===== src/rtl/uart_pkg.sv =====
// Shared types and helpers for the framed UART transmitter.
package uart_pkg;

  typedef enum logic [2:0] {
    UART_IDLE,
    UART_START,
    UART_DATA,
    UART_PARITY,
    UART_STOP,
    UART_BREAK
  } uart_state;

  typedef enum logic [1:0] {
    PARITY_NONE = 2'd0,
    PARITY_EVEN = 2'd1,
    PARITY_ODD  = 2'd2
  } uart_parity_t;

  function automatic logic [3:0] clamp_data_bits(input logic [3:0] cfg, input logic [3:0] max_bits);
    if (cfg < 4'd5) return 4'd5;
    if (cfg > max_bits) return max_bits;
    return cfg;
  endfunction

  // Encoding 3 is reserved and behaves like no parity.
  function automatic uart_parity_t decode_parity(input logic [1:0] cfg);
    case (cfg)
      2'd1:    return PARITY_EVEN;
      2'd2:    return PARITY_ODD;
      default: return PARITY_NONE;
    endcase
  endfunction

endpackage


===== src/rtl/uart_tx_fifo.sv =====
// Synchronous TX character FIFO with show-ahead head, occupancy count and full/empty flags.
module uart_tx_fifo #(
  parameter int WIDTH = 9,
  parameter int DEPTH = 16
) (
  input  logic                   clk,
  input  logic                   rst_n,
  input  logic                   push_i,
  input  logic [WIDTH-1:0]       data_i,
  input  logic                   pop_i,
  output logic [WIDTH-1:0]       data_o,
  output logic                   full_o,
  output logic                   empty_o,
  output logic [$clog2(DEPTH):0] count_o
);
  localparam int AW = $clog2(DEPTH);

  logic [WIDTH-1:0] mem_q [DEPTH];
  logic [AW-1:0]    wr_ptr_q, rd_ptr_q;
  logic [AW:0]      count_q;
  logic             push_ok, pop_ok;

  assign push_ok = push_i && !full_o;
  assign pop_ok  = pop_i && !empty_o;

  always_ff @(posedge clk) begin
    if (push_ok) mem_q[wr_ptr_q] <= data_i;
  end

  // Pointers are exactly AW bits wide, so they wrap modulo DEPTH for free.
  always_ff @(posedge clk) begin
    if (!rst_n) begin
      wr_ptr_q <= '0;
      rd_ptr_q <= '0;
      count_q  <= '0;
    end else begin
      if (push_ok) wr_ptr_q <= wr_ptr_q + AW'(1);
      if (pop_ok)  rd_ptr_q <= rd_ptr_q + AW'(1);
      count_q <= count_q + {{AW{1'b0}}, push_ok} - {{AW{1'b0}}, pop_ok};
    end
  end

  assign data_o  = mem_q[rd_ptr_q];
  assign full_o  = count_q[AW];
  assign empty_o = (count_q == '0);
  assign count_o = count_q;

endmodule


===== src/rtl/uart_tx_framed.sv =====
// FIFO-buffered UART transmitter with run-time frame format and internal baud divider.
// Optional line BREAK generation is compiled in with `define UART_TX_BREAK_EN.
module uart_tx_framed
  import uart_pkg::*;
#(
  parameter int MAX_DATA_BITS = 9,
  parameter int FIFO_DEPTH    = 16,
  parameter int DIV_WIDTH     = 16,
  parameter int BREAK_BITS    = 12
) (
  input  logic                          clk,
  input  logic                          rst_n,
  input  logic [DIV_WIDTH-1:0]          baud_div,
  input  logic [3:0]                    cfg_data_bits,
  input  logic [1:0]                    cfg_parity,
  input  logic                          cfg_stop2,
  input  logic [MAX_DATA_BITS-1:0]      wr_data,
  input  logic                          wr_valid,
  output logic                          wr_ready,
  input  logic                          brk_req,
  output logic                          brk_done,
  output logic                          tx,
  output logic                          busy,
  output logic                          frame_done,
  output logic [$clog2(FIFO_DEPTH):0]   fifo_count
);
  localparam int CNT_W = ($clog2(BREAK_BITS + 1) > 4) ? $clog2(BREAK_BITS + 1) : 4;

  logic                     fifo_full, fifo_empty, pop, brk_go;
  logic [MAX_DATA_BITS-1:0] head, data_mask, masked;
  logic [3:0]               nbits_in;
  uart_parity_t             parity_in;

  uart_state                state_q;
  uart_parity_t             par_q;
  logic                     stop2_q, par_bit_q, tx_q, busy_q, frame_done_q;
  logic [3:0]               nbits_q;
  logic [DIV_WIDTH-1:0]     div_q, timer_q;
  logic [CNT_W-1:0]         cnt_q;
  logic [MAX_DATA_BITS-1:0] sh_q;

  logic bit_end, last_data, last_stop, enter_final, frame_final_next;

  uart_tx_fifo #(.WIDTH(MAX_DATA_BITS), .DEPTH(FIFO_DEPTH)) u_fifo (
    .clk     (clk),
    .rst_n   (rst_n),
    .push_i  (wr_valid),
    .data_i  (wr_data),
    .pop_i   (pop),
    .data_o  (head),
    .full_o  (fifo_full),
    .empty_o (fifo_empty),
    .count_o (fifo_count)
  );

  assign wr_ready  = !fifo_full;
  assign nbits_in  = clamp_data_bits(cfg_data_bits, 4'(MAX_DATA_BITS));
  assign parity_in = decode_parity(cfg_parity);

  for (genvar gi = 0; gi < MAX_DATA_BITS; gi++) begin : g_mask
    assign data_mask[gi] = (nbits_in > 4'(gi));
  end
  assign masked = head & data_mask;

  assign bit_end   = (timer_q == '0);
  assign last_data = (cnt_q == CNT_W'(nbits_q - 4'd1));
  assign last_stop = (state_q == UART_STOP) && (cnt_q == '0);
  assign pop       = !fifo_empty &&
                     (((state_q == UART_IDLE) && !brk_go) || (last_stop && bit_end));

  // Pulses are registered, so they are raised on the edge that enters the final cycle.
  assign enter_final = bit_end &&
      (((state_q == UART_DATA) && last_data && (par_q == PARITY_NONE) && !stop2_q) ||
       ((state_q == UART_PARITY) && !stop2_q) ||
       ((state_q == UART_STOP) && (cnt_q == CNT_W'(1))));
  assign frame_final_next = (last_stop && (timer_q == DIV_WIDTH'(1))) ||
                            (enter_final && (div_q == '0));

`ifdef UART_TX_BREAK_EN
  logic brk_done_q, brk_final_next;
  assign brk_go = brk_req;
  assign brk_final_next = (state_q == UART_BREAK) &&
      (((cnt_q == '0) && (timer_q == DIV_WIDTH'(1))) ||
       (bit_end && (cnt_q == CNT_W'(1)) && (div_q == '0)));
  assign brk_done = brk_done_q;
`else
  // Break support compiled out: the request is deliberately discarded.
  assign brk_go   = brk_req & 1'b0;
  assign brk_done = 1'b0;
`endif

  always_ff @(posedge clk) begin
    if (!rst_n) begin
      state_q      <= UART_IDLE;
      tx_q         <= 1'b1;
      busy_q       <= 1'b0;
      frame_done_q <= 1'b0;
      timer_q      <= '0;
      cnt_q        <= '0;
      div_q        <= '0;
      nbits_q      <= 4'd5;
      par_q        <= PARITY_NONE;
      stop2_q      <= 1'b0;
      par_bit_q    <= 1'b0;
      sh_q         <= '0;
`ifdef UART_TX_BREAK_EN
      brk_done_q   <= 1'b0;
`endif
    end else begin
      frame_done_q <= frame_final_next;
`ifdef UART_TX_BREAK_EN
      brk_done_q   <= brk_final_next;
`endif
      if (pop) begin
        state_q   <= UART_START;
        tx_q      <= 1'b0;
        busy_q    <= 1'b1;
        div_q     <= baud_div;
        timer_q   <= baud_div;
        nbits_q   <= nbits_in;
        par_q     <= parity_in;
        stop2_q   <= cfg_stop2;
        sh_q      <= masked;
        par_bit_q <= (^masked) ^ (parity_in == PARITY_ODD);
      end else begin
        timer_q <= bit_end ? div_q : timer_q - DIV_WIDTH'(1);
        case (state_q)
          UART_IDLE: begin
            tx_q   <= 1'b1;
            busy_q <= 1'b0;
`ifdef UART_TX_BREAK_EN
            if (brk_go) begin
              state_q <= UART_BREAK;
              tx_q    <= 1'b0;
              busy_q  <= 1'b1;
              div_q   <= baud_div;
              timer_q <= baud_div;
              cnt_q   <= CNT_W'(BREAK_BITS);
            end
`endif
          end
          UART_START: if (bit_end) begin
            state_q <= UART_DATA;
            tx_q    <= sh_q[0];
            sh_q    <= sh_q >> 1;
            cnt_q   <= '0;
          end
          UART_DATA: if (bit_end) begin
            if (!last_data) begin
              tx_q  <= sh_q[0];
              sh_q  <= sh_q >> 1;
              cnt_q <= cnt_q + CNT_W'(1);
            end else if (par_q == PARITY_NONE) begin
              state_q <= UART_STOP;
              tx_q    <= 1'b1;
              cnt_q   <= stop2_q ? CNT_W'(1) : '0;
            end else begin
              state_q <= UART_PARITY;
              tx_q    <= par_bit_q;
            end
          end
          UART_PARITY: if (bit_end) begin
            state_q <= UART_STOP;
            tx_q    <= 1'b1;
            cnt_q   <= stop2_q ? CNT_W'(1) : '0;
          end
          UART_STOP: if (bit_end) begin
            if (cnt_q == '0) begin
              state_q <= UART_IDLE;
              busy_q  <= 1'b0;
            end else begin
              cnt_q <= cnt_q - CNT_W'(1);
            end
          end
`ifdef UART_TX_BREAK_EN
          // cnt_q counts remaining low bits; zero marks the high guard bit.
          UART_BREAK: if (bit_end) begin
            if (cnt_q == '0) begin
              state_q <= UART_IDLE;
              busy_q  <= 1'b0;
            end else begin
              if (cnt_q == CNT_W'(1)) tx_q <= 1'b1;
              cnt_q <= cnt_q - CNT_W'(1);
            end
          end
`endif
          default: begin
            state_q <= UART_IDLE;
            tx_q    <= 1'b1;
            busy_q  <= 1'b0;
          end
        endcase
      end
    end
  end

  assign tx         = tx_q;
  assign busy       = busy_q;
  assign frame_done = frame_done_q;

endmodule


===== config.mk =====
export PLATFORM = sky130hd
export DESIGN_NAME = uart_tx_framed
export DESIGN_NICKNAME = d
export VERILOG_FILES = /design/src/rtl/uart_pkg.sv /design/src/rtl/uart_tx_fifo.sv /design/src/rtl/uart_tx_framed.sv
export SDC_FILE = /design/constraint.sdc
export NUM_CORES = 1
export LEC_CHECK = 0
export CAP_MARGIN = 10
export CORE_ASPECT_RATIO = 1.5
export CORE_UTILIZATION = 50
export DETAILED_ROUTE_END_ITERATION = 12
export PLACE_DENSITY = 0.8
export SLEW_MARGIN = 10
export SYNTH_ARGS = -nofsm -noshare
export SYNTH_HDL_FRONTEND = slang
export SYNTH_SLANG_ARGS = --single-unit
export TNS_END_PERCENT = 10

===== constraint.sdc =====
create_clock -name clk -period 2.9 [get_ports clk]
set_input_delay 0.58 -clock clk [delete_from_list [all_inputs] [get_ports clk]]
set_output_delay 0.58 -clock clk [all_outputs]
set_load 0.03 [all_outputs]

==> results of run 1 <==
==> through the flow <==
stage	util, %	cells	area, um2	hold slack, ns
4_1_cts	59.98	1088	11120	0.4568
3_5_place_dp	56.30	1052	10440	0.4485
5_1_grt	60.24	1090	11170	0.4821
6_report	60.24	1090	11170	0.4539
2_1_floorplan	-	751	9518	0.4319
3_3_place_gp	56.30	1052	10440	0.4391
==> logic make-up after synthesis <==
| kind of cell | after synthesis | share of synthesized area (%) |
|---|---|---|
| AO/OA/AOI/OAI | 142 | 9.354 |
| multiplexers | 46 | 8.984 |
| other | 1 | 0.03954 |
| AND/OR/NAND/NOR | 227 | 10.96 |
| flip-flops | 220 | 61.64 |
| adder cells (fa/ha/maj) | 20 | 2.718 |
| XOR/XNOR | 33 | 3.338 |
| buffers and inverters | 62 | 2.968 |
==> cells in the mapped netlist (4+ instances only) <==
cell	count	area, um2
sky130_fd_sc_hd__a211oi_1	6	45.04
sky130_fd_sc_hd__a21oi_1	61	305.3
sky130_fd_sc_hd__a22oi_1	10	75.07
sky130_fd_sc_hd__and2_1	4	25.02
sky130_fd_sc_hd__buf_2	9	45.04
sky130_fd_sc_hd__buf_6	4	45.04
sky130_fd_sc_hd__clkbuf_1	25	93.84
sky130_fd_sc_hd__dfxtp_1	76	1521
sky130_fd_sc_hd__edfxtp_1	144	4324
sky130_fd_sc_hd__ha_1	19	237.7
sky130_fd_sc_hd__inv_1	19	71.32
sky130_fd_sc_hd__mux2i_1	12	120.1
sky130_fd_sc_hd__mux4_2	31	698.2
sky130_fd_sc_hd__nand2_1	89	334.1
sky130_fd_sc_hd__nand2b_1	6	37.54
sky130_fd_sc_hd__nand3_1	8	40.04
sky130_fd_sc_hd__nand4_1	5	31.28
sky130_fd_sc_hd__nor2_1	61	229.0
sky130_fd_sc_hd__nor2b_1	9	56.30
sky130_fd_sc_hd__nor3_1	16	80.08
sky130_fd_sc_hd__nor4_1	6	37.54
sky130_fd_sc_hd__o211ai_1	17	127.6
sky130_fd_sc_hd__o21ai_0	16	80.08
sky130_fd_sc_hd__o21ai_1	4	20.02
sky130_fd_sc_hd__or3_1	10	62.56
sky130_fd_sc_hd__xnor2_1	23	201.4
sky130_fd_sc_hd__xor2_1	8	70.07
==> worst register-to-register path, delay by kind of cell, from the launching register on <==
family	cells	cell delay, ns
AO/OA/AOI/OAI	3	0.56
adder cells (fa/ha/maj)	3	0.45
buffers and inverters	4	0.20
flip-flops	1	0.32
AND/OR/NAND/NOR	5	1.34
==> power breakdown <==
| part | switching, uW | leakage, uW | internal (uW) | total [uW] |
|---|---|---|---|---|
| clock | 1120 | 0.000323 | 1600 | 2720 |
| sequential | 292 | 0.00193 | 3760 | 4050 |
| combinational | 2220 | 0.00166 | 1950 | 4170 |
| total | 3630 | 0.00391 | 7310 | 10900 |
==> how the worst min path moves through the flow <==
stage                     slack, ns  depth (start not counted)                    end
after floorplan                0.43                          2  par_q[0]$_SDFFE_PN0P_
after global placement         0.44                          2   sh_q[7]$_SDFFE_PN0P_
after detailed placement       0.45                          2  par_q[1]$_SDFFE_PN0P_
after CTS                      0.46                          2  par_q[1]$_SDFFE_PN0P_
after global routing           0.48                          2  par_q[1]$_SDFFE_PN0P_
final                          0.45                          2  par_q[1]$_SDFFE_PN0P_
==> per-layer routing <==
metal	vias to the layer above	track usage [%]
met5	-	0
met4	0	8.922
met3	52	3.082
met2	175	40.16
met1	2948	22.59
li1	2922	-
==> layout by cell type (no fill, tap or decap), drive strengths merged, types with 6 or more instances in the layout <==
| cell | Yosys | routed |
|---|---|---|
| edfxtp | 144 | 144 |
| nand2 | 89 | 89 |
| dfxtp | 76 | 76 |
| nor2 | 61 | 61 |
| a21oi | 61 | 61 |
| buf | 17 | 51 |
| clkdlybuf4s50 | 0 | 43 |
| mux4 | 31 | 31 |
| clkbuf | 25 | 26 |
| xnor2 | 23 | 23 |
| inv | 20 | 20 |
| o21ai | 20 | 20 |
| ha | 19 | 19 |
| nor3 | 18 | 18 |
| o211ai | 17 | 17 |
| mux2i | 12 | 12 |
| or3 | 10 | 10 |
| a22oi | 10 | 10 |
| nor2b | 9 | 9 |
| nand3 | 8 | 8 |
| xor2 | 8 | 8 |
| nor4 | 7 | 7 |
| nand2b | 6 | 6 |
| a211oi | 6 | 6 |
==> state kept, by name, summed over array words and instances, names as in the netlist, 2 cells and up, named ones only <==
register	count
u_fifo.mem_q	144
cnt_q	4
div_q	16
u_fifo.rd_ptr_q	4
u_fifo.count_o	5
u_fifo.wr_ptr_q	4
par_q	2
nbits_q	4
state_q	3
timer_q	16
sh_q	9
==> repair_timing <==
action	in CTS	in global routing
endpoints found under the setup margin	1	3
pin swaps	2	10
hold endpoints to repair	0	0
resized for setup	0	10
hold buffers	0	0
buffers inserted	1	2
==> area by class of cell <==
class | instances | area share (%)
clock inverters | 9 | 0.7952
inverters | 20 | 0.7392
flip-flops and latches | 220 | 52.37
clock buffers | 26 | 5.253
multi-input cells | 469 | 30.37
repair buffers | 94 | 7.649
well taps | 252 | 2.822
==> results.md, run 1 <==
- The flow ran to the end, but the final reports show violations.
- The minimum period implied by the final worst setup slack is 2.934 ns.
- The largest incremental delay on the critical path is 0.55 ns.
- The headroom to the max-slew limit is 59.47%.
- The die covers 0.01953 mm2.
- In this run the number of H-tree levels came out at 1.
- The worst hold-check path type is reg2reg.
- Power comes to 10940 uW.
- The worst slack at placement is -0.03537 ns.
- The initial antenna violation count is 0.
- The maximum VDD drop is 543.5 uV.
- In the routed layout, each cell is associated on average with a via count of approximately 5.6.
- The highest metal layer carrying signal wires in the routed design is met4.
- Wire segments on met2 add up to between 10000 and 15000 um in the final route.
- The worst register-to-register path begins at timer_q[4]$_SDFF_PN0_.
- The clock tree root buffer cell is sky130_fd_sc_hd__clkbuf_16.
- The clock reaches the later pin of the worst-skew pair after 0.50 ns.
- After synthesis, the mean cell area works out to 12.63 um2.
- Summed over all failing endpoints, the final setup total negative slack is -0.03443 ns.
- The cell with the largest stage delay on the worst path is sky130_fd_sc_hd__or4_4.
- The clock input transition at the sequential cells of the worst setup and hold paths is 0.06 ns.
- In this run the worst setup path terminates at u_fifo.count_o[4]$_SDFF_PN0_.
- The arrival time at the worst endpoint is 3.37 ns.
- The first-pass GRT wire length is 31280 um.
- The number of warnings printed during yosys synthesis is 0.
- The number of global-route vias before repair is 6182.
- The worst setup path is captured at a register.
- The sequential fraction of the synthesis area is 61.64%.
- Of all nets on the critical path, the largest fanout is 2.
- The pre-antenna-repair detailed-routing pass consisted of 5 iterations.
- The total routing usage reported by global routing is 20.96%.
- The power density over cell area is 979.1 mW/mm2.
- The netlist area before placement is 0.009484 mm2.
- The end of the worst register-to-register path is u_fifo.count_o[4]$_SDFF_PN0_.
- The number of fill cells in the layout is 1414.
- Registers take around 0.0059 mm2.
- Yosys mapped a number of flops with a built-in enable equal to between 100 and 150.
- The effective utilization at floorplan is 51.14%.
- The cell row count is 61.
- Buffers placed on the I/O ports in this run total 43.
- The critical path contains buffers and inverters numbering 4 combined.
- The maximum operating frequency is approximately 340 MHz.
- The worst register-to-register path has a setup slack of -0.03 ns.
- The number of flip-flops and latches in the synthesized netlist is 220.
- Tracing the worst setup path back leads to its startpoint at timer_q[4]$_SDFF_PN0_.
- The number of endpoints with negative hold slack in the final report is 0.
- After the last flow step, the layout net total stands at roughly 880.
- In this run the count of I/O pins placed on the die edge is 46.
- From synthesis to final layout, the design area changed by 17.80%.
- The worst hold path begins at par_q[1]$_SDFFE_PN0P_.
- At the pin with the least slew margin, the transition time is 0.6060 ns.
- The most instantiated flip-flop cell in the synthesis netlist is sky130_fd_sc_hd__edfxtp_1.
- The clock passes through at most 3 buffers.
- The starting DRC count in detailed routing is between 400 and 500.
- The number of nets with antenna violations after routing is 0.
- The kind of critical path is reg2reg.
- The region available for standard cell placement spans 0.01855 mm2.
- Summing all multi-input logic gate instances after layout gives approximately 0.0034 mm2.
- In this run the horizontal extent of the chip is 114.5 um.
- Cells with a size suffix above 1 make up between 15 and 20% of the layout.
- The max-slew violation total from the final report is 0.
- The count of distinct cell types in the synthesized netlist is 61.
- After detailed routing, the number of remaining DRC violations is 0.
- The count of max-cap constraint violations is 0.
- Summed over all layers, the routed wires come to 19840 um.
- The maximum number of pins on one net before global-route repair is 59.
- The routed length on met1 is approximately 7400 um.
- TritonCTS built the clock tree.
- Setup repair after global routing could not meet its margin everywhere.
- The remaining global-route overflow is 0.
- Counting every net in the synthesized netlist gives 807.
- After layout, the worst path uses 101.2% of the clock period.
- Across all setup checks in the final design, the least slack found is -0.03443 ns.
- Measured along the y axis, the die boundary spans 170.7 um.
- In the synthesized netlist, the number of instances is 751.
- After legalization and detailed placement, the total HPWL measured about 13000 um.
- The share of flip-flops with an asynchronous set or reset is 0%.
- The required time of the critical path is 3.34 ns.
- In this run, CTS created clock tree buffers numbering 22.
- The antenna cell count is 0.
- The post-route clock skew is 0.01109 ns.
- The number of vias after detailed routing is just over 6k.
- In the final routed layout, each cell accounts on average for 18.20 um.
- Walking the worst path, the cells encountered are or4_4 -> nor3_4 -> nand4_1 -> a21o_2 -> inv_8 -> ha_4 -> inv_2 -> ha_4 -> inv_2 -> fa_2 -> inv_1 -> a21oi_1 -> nor2_1 -> or3_1 -> a21oi_1.
- Wire segments on met3 add up to 806 um in the final route.
- The number of failing setup endpoints in the final timing report is 1.
- Summed over all cells, the static leakage comes to 0.003912 uW.
- The total number of cells along the worst setup path is 15.
- The kind of start point of the critical path is a register.
- Counting every sink on the clock net gives 220.
- The final reports fail on negative setup slack.
- The kind of cell with the highest combined delay along the critical path is simple AND/OR/NAND/NOR gates.
- For the worst flop-to-flop path, the logic depth is 15.
- The placer congestion estimate is approximately 0.88.
(Power assumes the default switching activity.)
==> inputs of run 2 (changes only) <==
- GPL_TIMING_DRIVEN: default -> 0
==> run 2 against run 1 <==
The flow now finishes without violations; sequential share of layout area grew 0.12 points; setup slack improved by 0.045 ns; final area shrank 0.27%; die area did not move; critical path type unchanged.
==> results.md, run 2 (synthesized netlist as in run 1, its figures left out) <==
- Once detail routing completed, the nets flagged for antenna violations numbered 0.
- After global routing the overflow that remains totals 0.
- For this design the static power due to leakage is 0.003847 uW.
- The worst hold path begins at sh_q[7]$_SDFFE_PN0P_.
- For this run, the slowest stage of the critical path takes roughly 0.56 ns.
- The worst path uses between 90% and 100% of the clock period.
- The maximum number of pins on one net before global-route repair is 19.
- The largest registers in the layout are u_fifo.mem_q: 144 flops, div_q: 16 flops, timer_q: 16 flops.
- Along the worst hold path, the cell count comes to 2.
- The count of max-cap constraint violations is 0.
- In this run, placement finished with an instance count of roughly 1.0k.
- Dividing the detail-routed via count by the number of cells gives slightly below 6.
- From synthesis to final layout, the design area changed by 17.48%.
- The clock period could shrink to 2.889 ns.
- Once the floorplan was initialized, standard cells occupied 51.14% of the core.
- VDD sags by at most 495.5 uV.
- Global routing consumed, over all layers together, 23.27% of the routing resources.
- Once layout is complete, the cells apart from fillers number between 1k and 1.5k.
- After clock tree synthesis, the clock-pin slew on the worst setup and hold paths is about 0.07 ns.
- Traced cell by cell, the critical path runs through or4_4 -> nor3_4 -> nand4_1 -> a21o_4 -> inv_12 -> ha_4 -> inv_2 -> ha_4 -> inv_2 -> fa_2 -> inv_2 -> a21oi_2 -> nor2_1 -> or3_1 -> a21oi_1.
- The flip-flop count of the largest register after layout is 144.
- The source-to-sink clock delay at the later pin of the worst-skew pair is 0.51 ns.
- The clock tree from TritonCTS is yes.
- The horizontal extent of the die is between 100 and 150 um.
- The worst setup path is of the reg2reg kind.
- Dividing the detail-routed wire length by the instance count gives 20.15 um.
- In the final design database the tool counted 883 nets.
- The number of I/O pins is 46.
- The total clock buffers created by CTS is 22.
- The placer congestion estimate is 0.9227.
- The largest buffer count on any clock path is 3.
- The layout has 1437 filler cells.
- The post-route clock skew is around 0.014 ns.
- Summing all non-filler instances in the final layout gives an area of 0.01114 mm2.
- Setup slack on the worst reg-to-reg path comes out at about 0.011 ns.
- Setup repair after global routing could not meet its margin everywhere.
- The area of the core region is 0.01855 mm2.
- For this block, the initial DRC count from the detailed router was 757.
- On the critical path, the stage with the largest delay is an instance of sky130_fd_sc_hd__or4_4.
- The number of endpoints with negative hold slack in the final report came to 0.
- The number of vias after detailed routing is 6346.
- Of all nets on the critical path, the largest fanout is 2.
- The worst hold-check path type is reg2reg.
- For this design, the CTS-stage hold fixing added 0 buffers.
- The library cells used most frequently in the layout, excluding fill and tap cells, are 144 x sky130_fd_sc_hd__edfxtp_1, 88 x sky130_fd_sc_hd__nand2_1, 74 x sky130_fd_sc_hd__dfxtp_1.
- The total cell area at the placement stage is 0.01031 mm2.
- The total number of cells along the worst setup path is 15.
- The kind of end point of the critical path is a register.
- The maximum operating frequency is 346.1 MHz.
- The cell family with the largest share of critical-path delay is simple AND/OR/NAND/NOR gates.
- The register with the highest flop count is u_fifo.mem_q.
- The first TritonRoute pass finished after 5 iterations.
- The power density over cell area is 1009 mW/mm2.
- The die covers 0.01953 mm2.
- The cell row count is 61.
- The half-perimeter wire length of the detailed placement result is 14560 um.
- The library cell used most frequently in the layout, excluding fill and tap cells, is sky130_fd_sc_hd__edfxtp_1.
- Buffers placed on the I/O ports in this run total 42.
- The first-pass GRT wire length is 33950 um.
- CTS built an H-tree with a depth of 1.
- The number of antenna diodes in the final layout is 0.
- The combined buffer and inverter count along the critical path is 4.
- After detailed routing, the number of remaining DRC violations is 0.
- In this run the tightest slew margin relative to its limit is 18.11%.
- The kind of start point of the critical path is a register.
- The number of clock sinks is 220.
- The endpoint identified for the worst register-to-register timing path is u_fifo.count_o[4]$_SDFF_PN0_.
- In this run the critical register-to-register path is launched from timer_q[5]$_SDFF_PN0_.
- The required time of the critical path is about 3.3 ns.
- The transition time at the pin with the least slew margin is between 1 and 1.5 ns.
- From bottom edge to top edge, the die measures around 170 um.
- The initial antenna violation count is 0.
- The worst hold path terminates at sh_q[7]$_SDFFE_PN0P_.
- The fraction of final layout cells with drive strength greater than 1 is 14.71%.
- The flow ran to the end, and the final reports show no timing, DRC or antenna violations.
- Clock tree synthesis selected as its root buffer the cell sky130_fd_sc_hd__clkbuf_16.
- The length in cells of the worst reg-to-reg path is 15.
- The number of failing setup endpoints in the final timing report is 0.
- The final layout contains routed wiring with a total length of 22070 um.
- The number of global-route vias before repair was 6346.
- Data arrives at the worst endpoint at 3.33 ns.
- The cell repeated most along the worst path is sky130_fd_sc_hd__inv_2.
- The max-slew violation total from the final report is 0.
run 2: changes by cell type in the layout (fill, tap and decap cells not counted), sizes merged:
cell           previous run  this run
buf                      51        29
clkbuf                   26        48
clkinv                    5         8
inv                      20        23
bufinv                    2         1
clkdlybuf4s50            43        42
clkinvlp                  2         3
run 2: tightest hold or removal path: stages, from the launching register on:
cell and delay (ns):
sky130_fd_sc_hd__dfxtp_1 0.31, sky130_fd_sc_hd__nand2_1 0.05, sky130_fd_sc_hd__a21oi_1 0.05
run 2: repair_timing:
action | 4_1_cts | 5_1_grt
endpoints found under the setup margin | 5 | 3
gates resized for setup | 12 | 8
pin swaps | 10 | 10
hold endpoints to repair | 0 | 0
cloned | 0 | 0
buffers inserted | 7 | 2
run 2: layout make-up:
class,count,area (um2),area share [%]
flip-flops and latches,220,5848,52.49
multi-input cells,469,3453,30.99
clock buffers,25,583.1,5.233
repair buffers,55,529.3,4.750
well taps,252,315.3,2.830
plain buffers,39,196.4,1.763
clock inverters,15,128.9,1.157
inverters,20,87.58,0.7861
run 2: metrics by stage:
stage	hold WS, ns	setup WS, ns	util [%]	setup TNS, ns	power, uW
final	0.4558	0.01095	60.08	0	11240
after global routing	0.4857	-0.09758	60.08	-0.1926	11820
after CTS	0.4545	-0.04897	59.92	-0.04897	11180
after detailed placement	0.4477	-0.4141	55.62	-15.73	8218
after global placement	0.4394	-0.6413	55.29	-29.63	8086
after floorplan	0.4319	-0.06570	-	-0.06570	7159
run 2: how the worst max path moves through the flow:
| stage | to | start | slack [ns] |
|---|---|---|---|
| 3_3_place_gp | u_fifo.mem_q[3][0]$_DFFE_PP_ | wr_valid | -0.64 |
| 3_5_place_dp | u_fifo.count_o[4]$_SDFF_PN0_ | timer_q[5]$_SDFF_PN0_ | -0.41 |
| 4_1_cts | u_fifo.count_o[4]$_SDFF_PN0_ | timer_q[7]$_SDFF_PN0_ | -0.05 |
| 6_report | u_fifo.count_o[4]$_SDFF_PN0_ | timer_q[5]$_SDFF_PN0_ | 0.01 |
| 5_1_grt | par_bit_q$_SDFFE_PN0P_ | register | -0.1 |
| 2_1_floorplan | u_fifo.count_o[4]$_SDFF_PN0_ | timer_q[5]$_SDFF_PN0_ | -0.07 |
run 2: per-layer routing:
layer | vias up | global-route usage [%] | share of wire (%)
met5 | - | 0 | 0
met4 | 0 | 10.73 | 3.9
met3 | 63 | 2.621 | 4.9
met2 | 248 | 44.32 | 55
met1 | 3103 | 25.51 | 36
li1 | 2932 | - | -
run 2: power breakdown:
group	leakage, uW	internal, uW	switching, uW	total, uW
Clock	0.000340	1560	1220	2780
Combinational	0.00158	1960	2440	4390
Sequential	0.00192	3760	314	4070
Total	0.00385	7280	3970	11200
==> inputs of run 3 (changes only) <==
- CAP_MARGIN: 10 -> default
- PLACE_DENSITY: 0.8 -> 0.77
- SKIP_LAST_GASP: default -> 1
- clock period: 2.9 -> 2.85 ns (I/O delays scaled with it)
==> run 3 against run 2 <==
The run now ends with negative setup slack left; flip-flop and latch count unchanged; setup slack got worse by 0.14 ns; register-to-register slack got worse by 0.14 ns; worst hold slack improved by 0.0051 ns; maximum frequency decreased by 3.0%; non-clock buffer count increased by 1; utilization decreased by 0.27 points; largest cell class unchanged; largest power group unchanged.
==> results.md, run 3 (synthesized netlist as in run 1, its figures left out) <==
- The flow ran to the end, but the final reports show violations.
- The checks that failed: negative setup slack.
- The worst hold-check path type is reg2reg.
- The die covers 0.01953 mm2.
- The signal on the critical path passes through or4_4 -> nor3_4 -> nand4_1 -> a21o_1 -> buf_8 -> inv_12 -> ha_4 -> inv_2 -> ha_4 -> inv_2 -> fa_2 -> inv_2 -> a21oi_2 -> nor2_1 -> or3_1 -> a21oi_1.
- For hold timing, the worst endpoint is sh_q[7]$_SDFFE_PN0P_.
- The number of nets with antenna violations after routing is 0.
- Adding up every negative setup slack in the final design gives -0.1755 ns.
- The slack of the critical path is -0.1287 ns.
- The initial antenna violation count was 0.
- From bottom edge to top edge, the die measures 170.7 um.
- At the worst endpoint, the arrival time is 3.34 ns.
- In the routed design, unresolved DRC markers number 0.
- The worst register-to-register path begins at timer_q[5]$_SDFF_PN0_.
- The number of vias after detailed routing is 6324.
- The leakage component of the power is 0.003831 uW.
- The max-slew violation total from the final report is 0.
- The number of optimization iterations in the first detailed-route pass is 5.
- The headroom to the max-slew limit is 14.40%.
- The largest buffer count on any clock path is 3.
- The largest registers in the layout are u_fifo.mem_q: 144 flops, div_q: 16 flops, timer_q: 16 flops.
- After clock tree synthesis, the clock-pin slew on the worst setup and hold paths is 0.06 ns.
- The remaining global-route overflow is 0.
- The startpoint identified for the worst hold timing path is sh_q[7]$_SDFFE_PN0P_.
- Row generation in the floorplan step produced 61 rows.
- The kind of start point of the critical path is a register.
- The length in cells of the worst reg-to-reg path is 16.
- TritonCTS built the clock tree.
- The placer congestion estimate is 0.9121.
- The effective utilization at floorplan is 51.14%.
- In the final routed layout, each cell accounts on average for 19.90 um.
- The final layout contains 884 nets.
- STA puts the critical path data required time at 3.21 ns.
- Port buffering added 42 buffers.
- The number of global-route vias before repair is 6113.
- The setup slack of the worst register-to-register path is -0.13 ns.
- The maximum number of pins on one net before global-route repair is 19.
- The finished cells cover 0.01109 mm2.
- The smallest clock period supported by the final layout is computed as 2.979 ns.
- The library cells used most frequently in the layout, excluding fill and tap cells, are 144 x sky130_fd_sc_hd__edfxtp_1, 89 x sky130_fd_sc_hd__nand2_1, 73 x sky130_fd_sc_hd__dfxtp_1.
- Setup repair after global routing could not meet its margin everywhere.
- After legalization and detailed placement, the total HPWL measured approximately 15000 um.
- The horizontal extent of the die is 114.5 um.
- The number of H-tree levels is 1.
- After detailed routing, the total wire length is 21790 um.
- The number of I/O pins is 46.
- The combined buffer and inverter count along the critical path is 5.
- The first routing iteration left 618 violations.
- The register with the highest flop count is u_fifo.mem_q.
- Dividing the detail-routed via count by the number of cells gives 5.775.
- Summing all multi-input logic gate instances after layout gives 0.003435 mm2.
- The worst setup path is of the reg2reg kind.
- The antenna cell count is 0.
- The growth of design area from synthesis to finish is 16.95%.
- The number of clock sinks is 220.
- The total clock buffers created by CTS is 22.
- The tree is rooted in a sky130_fd_sc_hd__clkbuf_16.
- The total routing usage reported by global routing is 23.04%.
- Timing would allow up to between 300 and 400 MHz.
- The first-pass GRT wire length is 33400 um.
- The worst hold path cell count is 2.
- The power density over cell area is 1016 mW/mm2.
- Setup violations remaining at the end of the flow were counted as 2.
- The fraction of final layout cells with drive strength greater than 1 is ~14%.
- Summing all placed instances gives a cell area of 0.01031 mm2.
- The sequential cell area is 0.005849 mm2.
- After floorplanning, the core was sized to cover 0.01855 mm2.
- The post-cts hold buffer count is 0.
- The post-route clock period utilization is 104.5%.
- In this design, the critical path's most frequently occurring cell is sky130_fd_sc_hd__inv_2.
- Between clock sinks in the finished design, the worst skew comes to 0.008843 ns.
- The number of endpoints with negative hold slack in the final report came to 0.
- The clock reaches the later pin of the worst-skew pair after 0.51 ns.
- The count of max-cap constraint violations is 0.
- The register with the most flip-flops in the layout has 144 of them.
- The cell family with the largest share of critical-path delay is simple AND/OR/NAND/NOR gates.
- The maximum VDD drop is 526.4 uV.
- The number of fill cells in the layout is 1464.
- The top fanout value on the critical path is 5.
- At the placement stage, the worst setup path has a slack of -0.4876 ns.
- The worst setup path is captured at a register.
- The end of the worst register-to-register path is u_fifo.count_o[4]$_SDFF_PN0_.
- The library cell used most frequently in the layout, excluding fill and tap cells, is sky130_fd_sc_hd__edfxtp_1.
- For this run, the slowest stage of the critical path takes 0.55 ns.
- The post-route core utilization is 59.81%.
- The transition time at the pin with the least slew margin is roughly 1.3 ns.
- The cell with the largest stage delay on the worst path is sky130_fd_sc_hd__or4_4.
==> run 3: changes by cell type in the layout (fill, tap and decap cells not counted), moves of 2 or more <==
cell                         change
sky130_fd_sc_hd__nor2_2          +4
sky130_fd_sc_hd__clkbuf_1        +6
sky130_fd_sc_hd__clkinv_1        -2
sky130_fd_sc_hd__clkinvlp_4      -2
sky130_fd_sc_hd__inv_6           -2
sky130_fd_sc_hd__nor2_1          -4
sky130_fd_sc_hd__clkinv_4        -3
sky130_fd_sc_hd__buf_6           -3
sky130_fd_sc_hd__clkbuf_2        +3
==> run 3: final cells by class <==
type                       instances  share of cell area [%]
clock inverter                     5                  0.4625
multi-input combinational        469                   30.96
timing repair buffer              54                   4.602
buffer                            41                   1.918
tap                              252                   2.843
sequential                       220                   52.74
clock buffer                      34                   5.685
inverter                          20                  0.7896
==> run 3: worst max-delay path by stage <==
stage | start | end | slack (ns) | depth (start not counted)
after floorplan | timer_q[5]$_SDFF_PN0_ | u_fifo.count_o[4]$_SDFF_PN0_ | -0.12 | 17
after global placement | wr_valid | u_fifo.mem_q[3][3]$_DFFE_PP_ | -0.73 | 5
after detailed placement | timer_q[5]$_SDFF_PN0_ | u_fifo.count_o[4]$_SDFF_PN0_ | -0.49 | 17
after CTS | timer_q[7]$_SDFF_PN0_ | u_fifo.count_o[4]$_SDFF_PN0_ | -0.12 | 16
after global routing | timer_q[5]$_SDFF_PN0_ | u_fifo.count_o[4]$_SDFF_PN0_ | -0.22 | 16
final | timer_q[5]$_SDFF_PN0_ | u_fifo.count_o[4]$_SDFF_PN0_ | -0.13 | 16
==> run 3: routing by layer <==
layer	GRT usage, %	wire, um
met2	42.11	11640
met1	26.20	7836
met4	11.46	1045
met3	3.082	1269
met5	0	0
==> run 3: where the power goes <==
group	internal (uW)	switching [uW]
registers	3820	314
clock network	1610	1150
logic	1970	2410
total	7400	3870
==> run 3: stage by stage <==
| step | power [uW] | hold WS, ns | instances |
|---|---|---|---|
| after floorplan | 7284 | 0.4319 | 751 |
| after global placement | 8231 | 0.4412 | 1045 |
| after detailed placement | 8336 | 0.4515 | 1049 |
| after CTS | 11230 | 0.4580 | 1093 |
| after global routing | 11880 | 0.4746 | 1095 |
| final | 11270 | 0.4609 | 1095 |
==> run 3: tightest hold or removal path, cell delays in order, from the launching register on <==
cell and delay (ns):
sky130_fd_sc_hd__dfxtp_1 0.31, sky130_fd_sc_hd__nand2_1 0.05, sky130_fd_sc_hd__a21oi_1 0.05
==> run 3: repair_timing <==
action                     in CTS  in global routing
gates resized for setup         9                  5
pin swaps                       8                  9
setup endpoints to repair       5                  4
cloned                          0                  0
setup buffers                   6                  2
